File: src/rtl/sw_loop_ctrl.sv
// sw_loop_ctrl: front-end loop controller for the Smith-Waterman PE chain.
// Pass 0 streams host target symbols into the chain head with zero scores.
// Middle passes forward the segment returning from the recirculation register.
// The final pass is not forwarded. Its running max values are reduced to one score.
//
// Handshake semantics (all streams): a beat moves on a rising clk edge when
// its valid is high (and, for the host stream, host_ready is high). Valid must
// stay high for the whole T_LEN-beat stream, because a valid drop mid-stream
// is read downstream as end of stream. Such a drop is flagged on err.
module sw_loop_ctrl #(
  parameter int T_LEN    = 128,
  parameter int NUM_PASS = 4,
  parameter int DW       = 12
) (
  input  logic          clk,
  input  logic          rst,
  input  logic          start,
  input  logic [1:0]    host_t,
  input  logic          host_valid,
  output logic          host_ready,
  input  logic          sr_valid,
  input  logic [1:0]    sr_t,
  input  logic [DW-1:0] sr_max,
  input  logic [DW-1:0] sr_v,
  input  logic [DW-1:0] sr_f,
  output logic          pe_valid,
  output logic [1:0]    pe_t,
  output logic [DW-1:0] pe_max,
  output logic [DW-1:0] pe_v,
  output logic [DW-1:0] pe_f,
  output logic [7:0]    pass_idx,
  output logic [DW-1:0] score,
  output logic          done,
  output logic          err,
  output logic [2:0]    dbg_state
);

  localparam int CW = $clog2(T_LEN + 1);
  localparam logic [CW-1:0] LAST_BEAT  = CW'(T_LEN - 1);
  localparam logic [7:0]    FINAL_PASS = 8'(NUM_PASS);

  typedef enum logic [2:0] {
    S_IDLE  = 3'd0,
    S_FEED  = 3'd1,
    S_WAIT  = 3'd2,
    S_LOOP  = 3'd3,
    S_DRAIN = 3'd4,
    S_DONE  = 3'd5
  } state_t;

  state_t        state_q;
  logic [CW-1:0] beat_cnt_q;
  logic [7:0]    pass_idx_q;
  logic [DW-1:0] score_q;
  logic          err_q;
  logic          done_q;
  logic          sr_valid_prev_q;
  logic          pe_valid_q;
  logic [1:0]    pe_t_q;
  logic [DW-1:0] pe_max_q;
  logic [DW-1:0] pe_v_q;
  logic [DW-1:0] pe_f_q;

  logic          last_beat;
  logic          seg_drain;
  logic [DW-1:0] drain_max_d;

  // Beat bookkeeping shared by the segment states: last beat of a segment,
  // whether the current segment is the reduced one, and the running max.
  always_comb begin
    last_beat   = 1'b0;
    seg_drain   = 1'b0;
    drain_max_d = score_q;
    last_beat   = (beat_cnt_q == LAST_BEAT);
    seg_drain   = (state_q == S_DRAIN) ||
                  ((state_q == S_WAIT) && (pass_idx_q == FINAL_PASS));
    if (sr_max > score_q) begin
      drain_max_d = sr_max;
    end
  end

  // Main FSM. All outputs are registered here, and pe_* default to zero
  // whenever no beat is forwarded in a cycle.
  always_ff @(posedge clk or posedge rst) begin
    if (rst) begin
      state_q         <= S_IDLE;
      beat_cnt_q      <= '0;
      pass_idx_q      <= '0;
      score_q         <= '0;
      err_q           <= 1'b0;
      done_q          <= 1'b0;
      sr_valid_prev_q <= 1'b0;
      pe_valid_q      <= 1'b0;
      pe_t_q          <= '0;
      pe_max_q        <= '0;
      pe_v_q          <= '0;
      pe_f_q          <= '0;
    end else begin
      sr_valid_prev_q <= sr_valid;
      done_q          <= 1'b0;
      pe_valid_q      <= 1'b0;
      pe_t_q          <= '0;
      pe_max_q        <= '0;
      pe_v_q          <= '0;
      pe_f_q          <= '0;

      unique case (state_q)
        S_IDLE: begin
          if (start) begin
            score_q    <= '0;
            err_q      <= 1'b0;
            pass_idx_q <= '0;
            beat_cnt_q <= '0;
            state_q    <= S_FEED;
          end
        end

        S_FEED: begin
          if (host_valid) begin
            pe_valid_q <= 1'b1;
            pe_t_q     <= host_t;
            if (last_beat) begin
              beat_cnt_q <= '0;
              pass_idx_q <= pass_idx_q + 8'd1;
              state_q    <= S_WAIT;
            end else begin
              beat_cnt_q <= beat_cnt_q + CW'(1);
            end
          end else if (beat_cnt_q != '0) begin
            // A mid-stream bubble would end the stream early downstream.
            err_q <= 1'b1;
          end
          // The recirculation register should be silent during pass 0.
          if (sr_valid && !sr_valid_prev_q) begin
            err_q <= 1'b1;
          end
        end

        // WAIT handles the first beat of a segment exactly like LOOP/DRAIN,
        // so no beat is lost on the transition.
        S_WAIT, S_LOOP, S_DRAIN: begin
          if (sr_valid) begin
            if (seg_drain) begin
              score_q <= drain_max_d;
              if (last_beat) begin
                beat_cnt_q <= '0;
                done_q     <= 1'b1;
                state_q    <= S_DONE;
              end else begin
                beat_cnt_q <= beat_cnt_q + CW'(1);
                state_q    <= S_DRAIN;
              end
            end else begin
              pe_valid_q <= 1'b1;
              pe_t_q     <= sr_t;
              pe_max_q   <= sr_max;
              pe_v_q     <= sr_v;
              pe_f_q     <= sr_f;
              if (last_beat) begin
                beat_cnt_q <= '0;
                pass_idx_q <= pass_idx_q + 8'd1;
                state_q    <= S_WAIT;
              end else begin
                beat_cnt_q <= beat_cnt_q + CW'(1);
                state_q    <= S_LOOP;
              end
            end
          end else if (state_q == S_LOOP) begin
            // Short segment: flag it and keep waiting for the remaining beats.
            err_q <= 1'b1;
          end
        end

        S_DONE: begin
          state_q <= S_IDLE;
        end

        default: begin
          state_q <= S_IDLE;
        end
      endcase
    end
  end

  assign host_ready = (state_q == S_FEED);
  assign pe_valid   = pe_valid_q;
  assign pe_t       = pe_t_q;
  assign pe_max     = pe_max_q;
  assign pe_v       = pe_v_q;
  assign pe_f       = pe_f_q;
  assign pass_idx   = pass_idx_q;
  assign score      = score_q;
  assign done       = done_q;
  assign err        = err_q;
  assign dbg_state  = state_q;

endmodule

File: config.mk
export PLATFORM = sky130hd
export DESIGN_NAME = sw_loop_ctrl
export DESIGN_NICKNAME = d
export VERILOG_FILES = /design/src/rtl/sw_loop_ctrl.sv
export SDC_FILE = /design/constraint.sdc
export NUM_CORES = 1
export LEC_CHECK = 0
export CORE_MARGIN = 5
export CORE_UTILIZATION = 45
export DETAILED_ROUTE_END_ITERATION = 8
export PLACE_DENSITY = 0.87
export SLEW_MARGIN = 30
export SYNTH_ARGS = -nofsm -noshare
export SYNTH_HDL_FRONTEND = slang
export SYNTH_SLANG_ARGS = --single-unit
File: constraint.sdc
create_clock -name clk -period 6.4 [get_ports clk]
set_input_delay 1.6 -clock clk [delete_from_list [all_inputs] [get_ports clk]]
set_output_delay 1.6 -clock clk [all_outputs]
set_load 0.05 [all_outputs]
==> results.toml, run 1 <==
[min_path]
min_to = "err$_DFFE_PP0P_"
min_from = "err$_DFFE_PP0P_"
min_path_type = "reg -> reg"
whs_path_depth = 2

[layout]
antenna-diode-count = 0
final_util_pct = 65.1
fill_cells = 566
nets = 478
area_growth_pct = 39.9
drive_gt1_share_pct = 7.13

[timing]
max_slew_margin_pct = 54.9
period_share_pct = 61.7
fmax_ghz = 0.253
setup_slack_ps = 2450
fin_crit_ps = 3950
timing.hold.ws_ps = 509
hold_viol = 0
drv_slew = 0
worst_pin_slew_ps = 674
finalSetupTns_ps = 0
clock_skew_ps = 7.32
rsz0062_at_grt = "false"
finalSetupViolCount = 0

[synth]
synth_top_area_share_pct = 53.8
yosysWarnings = 0
syn_area_per_cell_sq_um = 11.2
ys_top_cells_by_area = "dfrtp_1 (54%), and2_1 (7.0%), ha_1 (6.3%)"
synth_top_family_by_area = "simple AND/OR/NAND/NOR gates"
synthSimpleGateAreaFrac_pct = 18.3
netlist_top_cells_count = "dfrtp_1 (73), and2_1 (38), inv_1 (23)"
synthMuxAreaShare_pct = 0.295
synth_most_common_cell = "dfrtp_1"
async_flop_share_pct = 100
yosysUniqueCellTypes = 54
yosysTopAreaCell = "dfrtp_1"
ys_seq_area_share_pct = 53.8
synth-compound-area-share_pct = 14.3
synth-edff-count = 0
synthXorXnorAreaFrac_pct = 2.10
syn_area_sq_mm = 0.00339
synth_fp_nets = 365
netlist_instances = 303
synth_adder_area_share_pct = 6.56
ys.flop_type = "dfrtp_1"
ys_ff_latch = 73

[floorplanning]
design.core.area_sq_mm = 0.00729
die_area_sq_mm = 0.00938
initial_utilization_pct = 46.5
top_level_ports = 110
die_y_um = 96.8
die_x_um = 96.8
rows = 31

[global_routing]
antenna_found_initial = 0
track_usage_pct = 19.2
grt_overflow = 0
grt_pass1_wl_um = 14500
grt_start_max_net_pins = 74
grt_pass1_vias = 2832

[power]
p_leak_uw = 0.00208
ir_drop_uv = 302
powerDensity_mw_per_mm2 = 486

[clock_tree]
post_cts_buffers = 0
clk_latency_ps = 350
clk_pin_slew_ps = 80
holdBufCountCts = 0
post_cts_resized = 0
clkSinkCount = 73
cts_tree = "done"
cts_max_level = 3
cts_root_buf = "clkbuf_8"
cts_buffers = 9
cts_buffer_depth = 2

[place]
port_buffers = 109
post-dp-hpwl_um = 6450
pre_cts_ws_ps = 2400
gp_congestion = 0.849

[drt]
wl_met1_um = 3710
drt-total-wl_um = 8810
dr_wl_met2_um = 4330
wl_per_cell_um = 16.9
drc = 0
drt_iter0_markers = 100
via_per_inst = 5.26
wl_met3_um = 550
vias = 2736
dr.pass1.iters = 5
ant_nets = 0
top_layer = "met4"

[setup_path]
r2r-end = "pe_v[1]$_DFF_PP0_"
worst-setup-path-type = "reg -> out"
crit_required_ps = 4800
crit_arrival_ps = 2350
path_max_fanout = 16
crit-reg2reg-launch = "dbg_state[2]$_DFFE_PP0P_"
r2r_setup_slack_ps = 3740
reg2reg_depth = 6
critPathLaunchType = "flip-flop"
critPathCaptureType = "output pin"

[outcome]
status = "completed"

[job]
max-cap-violations = 0
layer usage:
| metal | vias to the layer above | track usage, % |
|---|---|---|
| met5 | - | 0 |
| met4 | 0 | 7.13 |
| met3 | 21 | 5.47 |
| met2 | 111 | 31.6 |
| met1 | 1322 | 23.8 |
| li1 | 1282 | - |
report_power, final:
| part | leakage [uW] | switching (uW) | total, uW | internal (uW) |
|---|---|---|---|---|
| clock network | 0.0000749 | 179 | 320 | 141 |
| logic | 0.00104 | 828 | 1280 | 451 |
| registers | 0.000973 | 104 | 706 | 602 |
final cells by class:
cell class                 instances  area, sq um  share of cell area, %
timing repair buffer             112         1120                   23.6
tap                               99          124                   2.61
multi-input combinational        196         1410                   29.8
clock buffer                      10          128                   2.69
clock inverter                     6         43.8                  0.923
sequential                        73         1830                   38.5
inverter                          24         90.1                   1.90
per-stage QoR:
stage	instances	area [sq um]	total power, uW
after floorplan	303	3390	1590
after detailed placement	504	4570	1990
after global placement	503	4560	1940
after CTS	520	4740	2320
after global routing	520	4750	2430
final	520	4750	2310
placed cells by master (no fill, tap or decap), types with 2 or more instances in the layout:
master,count
and2_1,38
nor3_1,2
o31ai_1,8
nor4_1,4
nand4_1,3
dfrtp_1,73
clkbuf_8,9
a22o_1,12
and3_1,2
xnor2_1,4
o221ai_1,2
nor2b_1,3
nor3b_1,2
o211a_1,2
a21oi_1,11
clkdlybuf4s50_1,109
ha_1,17
a21o_1,2
buf_6,2
o211ai_4,2
a32o_1,2
nand2_1,16
inv_1,22
nand3_1,9
o21ai_0,13
nor2_1,15
or3_1,2
inv_2,2
clkinvlp_4,4
how the worst max path moves through the flow:
stage	from	end	slack [ps]	cells past startpoint
6_report	dbg_state[2]$_DFFE_PP0P_	host_ready	2450	2
5_1_grt	dbg_state[2]$_DFFE_PP0P_	host_ready	2360	2
4_1_cts	dbg_state[2]$_DFFE_PP0P_	host_ready	2440	2
3_5_place_dp	sr_valid	pe_v[1]$_DFF_PP0_	2400	6
3_3_place_gp	sr_valid	pe_f[4]$_DFF_PP0_	2370	5
2_1_floorplan	rst	beat_cnt_q[0]$_DFFE_PP0P_	2950	1
registers in the layout, indices dropped and copies added, names as in the netlist:
register and cells:
beat_cnt_q 8, dbg_state 3, done 1, err 1, pass_idx 8, pe_f 12
pe_max 12, pe_t 2, pe_v 12, pe_valid 1, score 12, sr_valid_prev_q 1
critical path, cell delays in order (launching register included):
cell,delay [ps]
dfrtp_1,620
nor3b_2,480
clkdlybuf4s50_1,890
cells by family after synthesis:
kind of cell / Yosys count
DFF: 73
buffers and inverters: 34
adders and majority gates: 18
muxes: 1
AOI/OAI and AO/OA: 63
xor gates and xnor gates: 6
and+or+nand+nor: 108
Power figures use the tool's default switching activity.
==> run 2, diff against run 1 <==
- CORE_UTILIZATION: 45 -> 42
- PLACE_DENSITY: 0.87 -> 0.86
- clock period: 6.4 -> 3.5 ns (I/O delays scaled with it)
==> run 2 against run 1 <==
Effect of this change:
- clock-buffer cell count grew 1
- flip-flop and latch count did not move
- non-clock buffer count up 4
- sequential share of layout area is 0.51 points lower
- critical path type unchanged
- highest routed layer unchanged
==> results.toml, run 2 (synthesis results as in run 1) <==
[drt]
drt_iter0_markers = 154
via_per_inst = 5.27
vias = 2771
wl_per_cell_um = 16.5
ant_nets = 0
dr.pass1.iters = 4
drt-total-wl_um = 8670
drc = 0

[power]
powerDensity_mw_per_mm2 = 906
ir_drop_uv = 450
p_leak_uw = 0.00213
power_uw = 4360

[timing]
clock_skew_ps = 15.0
finalSetupTns_ps = 0
max_slew_margin_pct = 52.8
drv_slew = 0
hold_viol = 0
rsz0062_at_grt = "false"
period_share_pct = 85.2
finalSetupViolCount = 0
fmax_ghz = 0.335
worst_pin_slew_ps = 699
fin_crit_ps = 2980

[clock_tree]
cts_max_level = 3
cts_buffer_depth = 2
holdBufCountCts = 0
post_cts_buffers = 0
post_cts_resized = 0
cts_root_buf = "clkbuf_8"
clkSinkCount = 73
clk_pin_slew_ps = 80
cts_buffers = 9
cts_tree = "done"
clk_latency_ps = 340

[floorplanning]
die_y_um = 99.9
top_level_ports = 110
design.core.area_sq_mm = 0.00781
initial_utilization_pct = 43.5
die_x_um = 99.9
rows = 32
die_area_sq_mm = 0.00998

[setup_path]
crit_required_ps = 2620
critPathLaunchType = "flip-flop"
crit_arrival_ps = 2110
worst-setup-path-type = "reg -> out"
path_max_fanout = 16
critPathCaptureType = "output pin"

[layout]
nets = 482
antenna-diode-count = 0
area_growth_pct = 41.8
stdcell_count = 526
drive_gt1_share_pct = 7.55
final_common_cell = "clkdlybuf4s50_1"
layout_common_cells = "clkdlybuf4s50_1 (109), dfrtp_1 (73), and2_1 (38), inv_1 (22), ha_1 (17)"

[global_routing]
grt_start_max_net_pins = 32
grt_overflow = 0
antenna_found_initial = 0
track_usage_pct = 18.1
grt_pass1_vias = 2856
grt_pass1_wl_um = 14300

[job]
max-cap-violations = 0

[place]
port_buffers = 109
gp_congestion = 0.884
post-dp-hpwl_um = 6610
placedCellCount = 511

[outcome]
status = "completed"

[min_path]
min_path_type = "reg -> reg"
==> run 2: cell types whose count changed in the layout (fill, tap and decap cells not counted) <==
cell and delta:
buf_4 +6, buf_6 -2, bufinv_16 +2, clkbuf_1 +1, clkinv_2 -1, clkinv_4 +1
clkinvlp_4 -4
==> run 2: layer usage <==
layer | track usage (%) | vias up | share of wire (%)
met5 | 0 | - | 0
met4 | 6.09 | 0 | 2.2
met3 | 4.66 | 15 | 6.2
met2 | 30.1 | 105 | 49
met1 | 23.0 | 1363 | 43
li1 | - | 1288 | -
==> run 2: worst max-delay path, stage by stage, from the launching register on <==
cell and delay (ps):
dfrtp_1 630, nor3b_2 300, clkdlybuf4s50_1 840
==> run 2: report_power, final <==
group / internal, uW / switching [uW]
clock: 402 / 306
sequential: 1100 / 187
combinational: 846 / 1520
total: 2350 / 2010
==> run 2: path summary, 6_finish.rpt <==
| check | from | end | depth (start not counted) | slack [ps] |
|---|---|---|---|---|
| min in group asynchronous | rst | pe_v[10]$_DFF_PP0_ | 2 | 940 |
| worst min register to register | err$_DFFE_PP0P_ | err$_DFFE_PP0P_ | 2 | 510 |
| worst min-delay path | err$_DFFE_PP0P_ | err$_DFFE_PP0P_ | 2 | 510 |
| worst max register to register | pass_idx[0]$_DFFE_PP0P_ | dbg_state[0]$_DFFE_PP0P_ | 8 | 920 |
| max in group asynchronous | rst | beat_cnt_q[3]$_DFFE_PP0P_ | 3 | 1800 |
| worst max-delay path | dbg_state[2]$_DFFE_PP0P_ | host_ready | 2 | 520 |
==> run 2: final cells by class <==
type                            count  area, sq um
Fill cell                         645         3000
Tap cell                          102          128
Timing Repair Buffer              116         1140
Clock buffer                       11          131
Sequential cell                    73         1830
Multi-Input combinational cell    196         1410
Inverter                           24         90.1
Clock inverter                      4         77.6
==> run 2: stage by stage <==
step                cell area (sq um)  util (%)  worst slack (ps)  hold WS [ps]
global placement                 4600      58.9               537           489
finish                           4810      61.6               517           510
detailed placement               4600      58.9               482           502
CTS                              4810      61.6               503           519
global route                     4810      61.6               405           539
floorplan                        3390         -               772           473
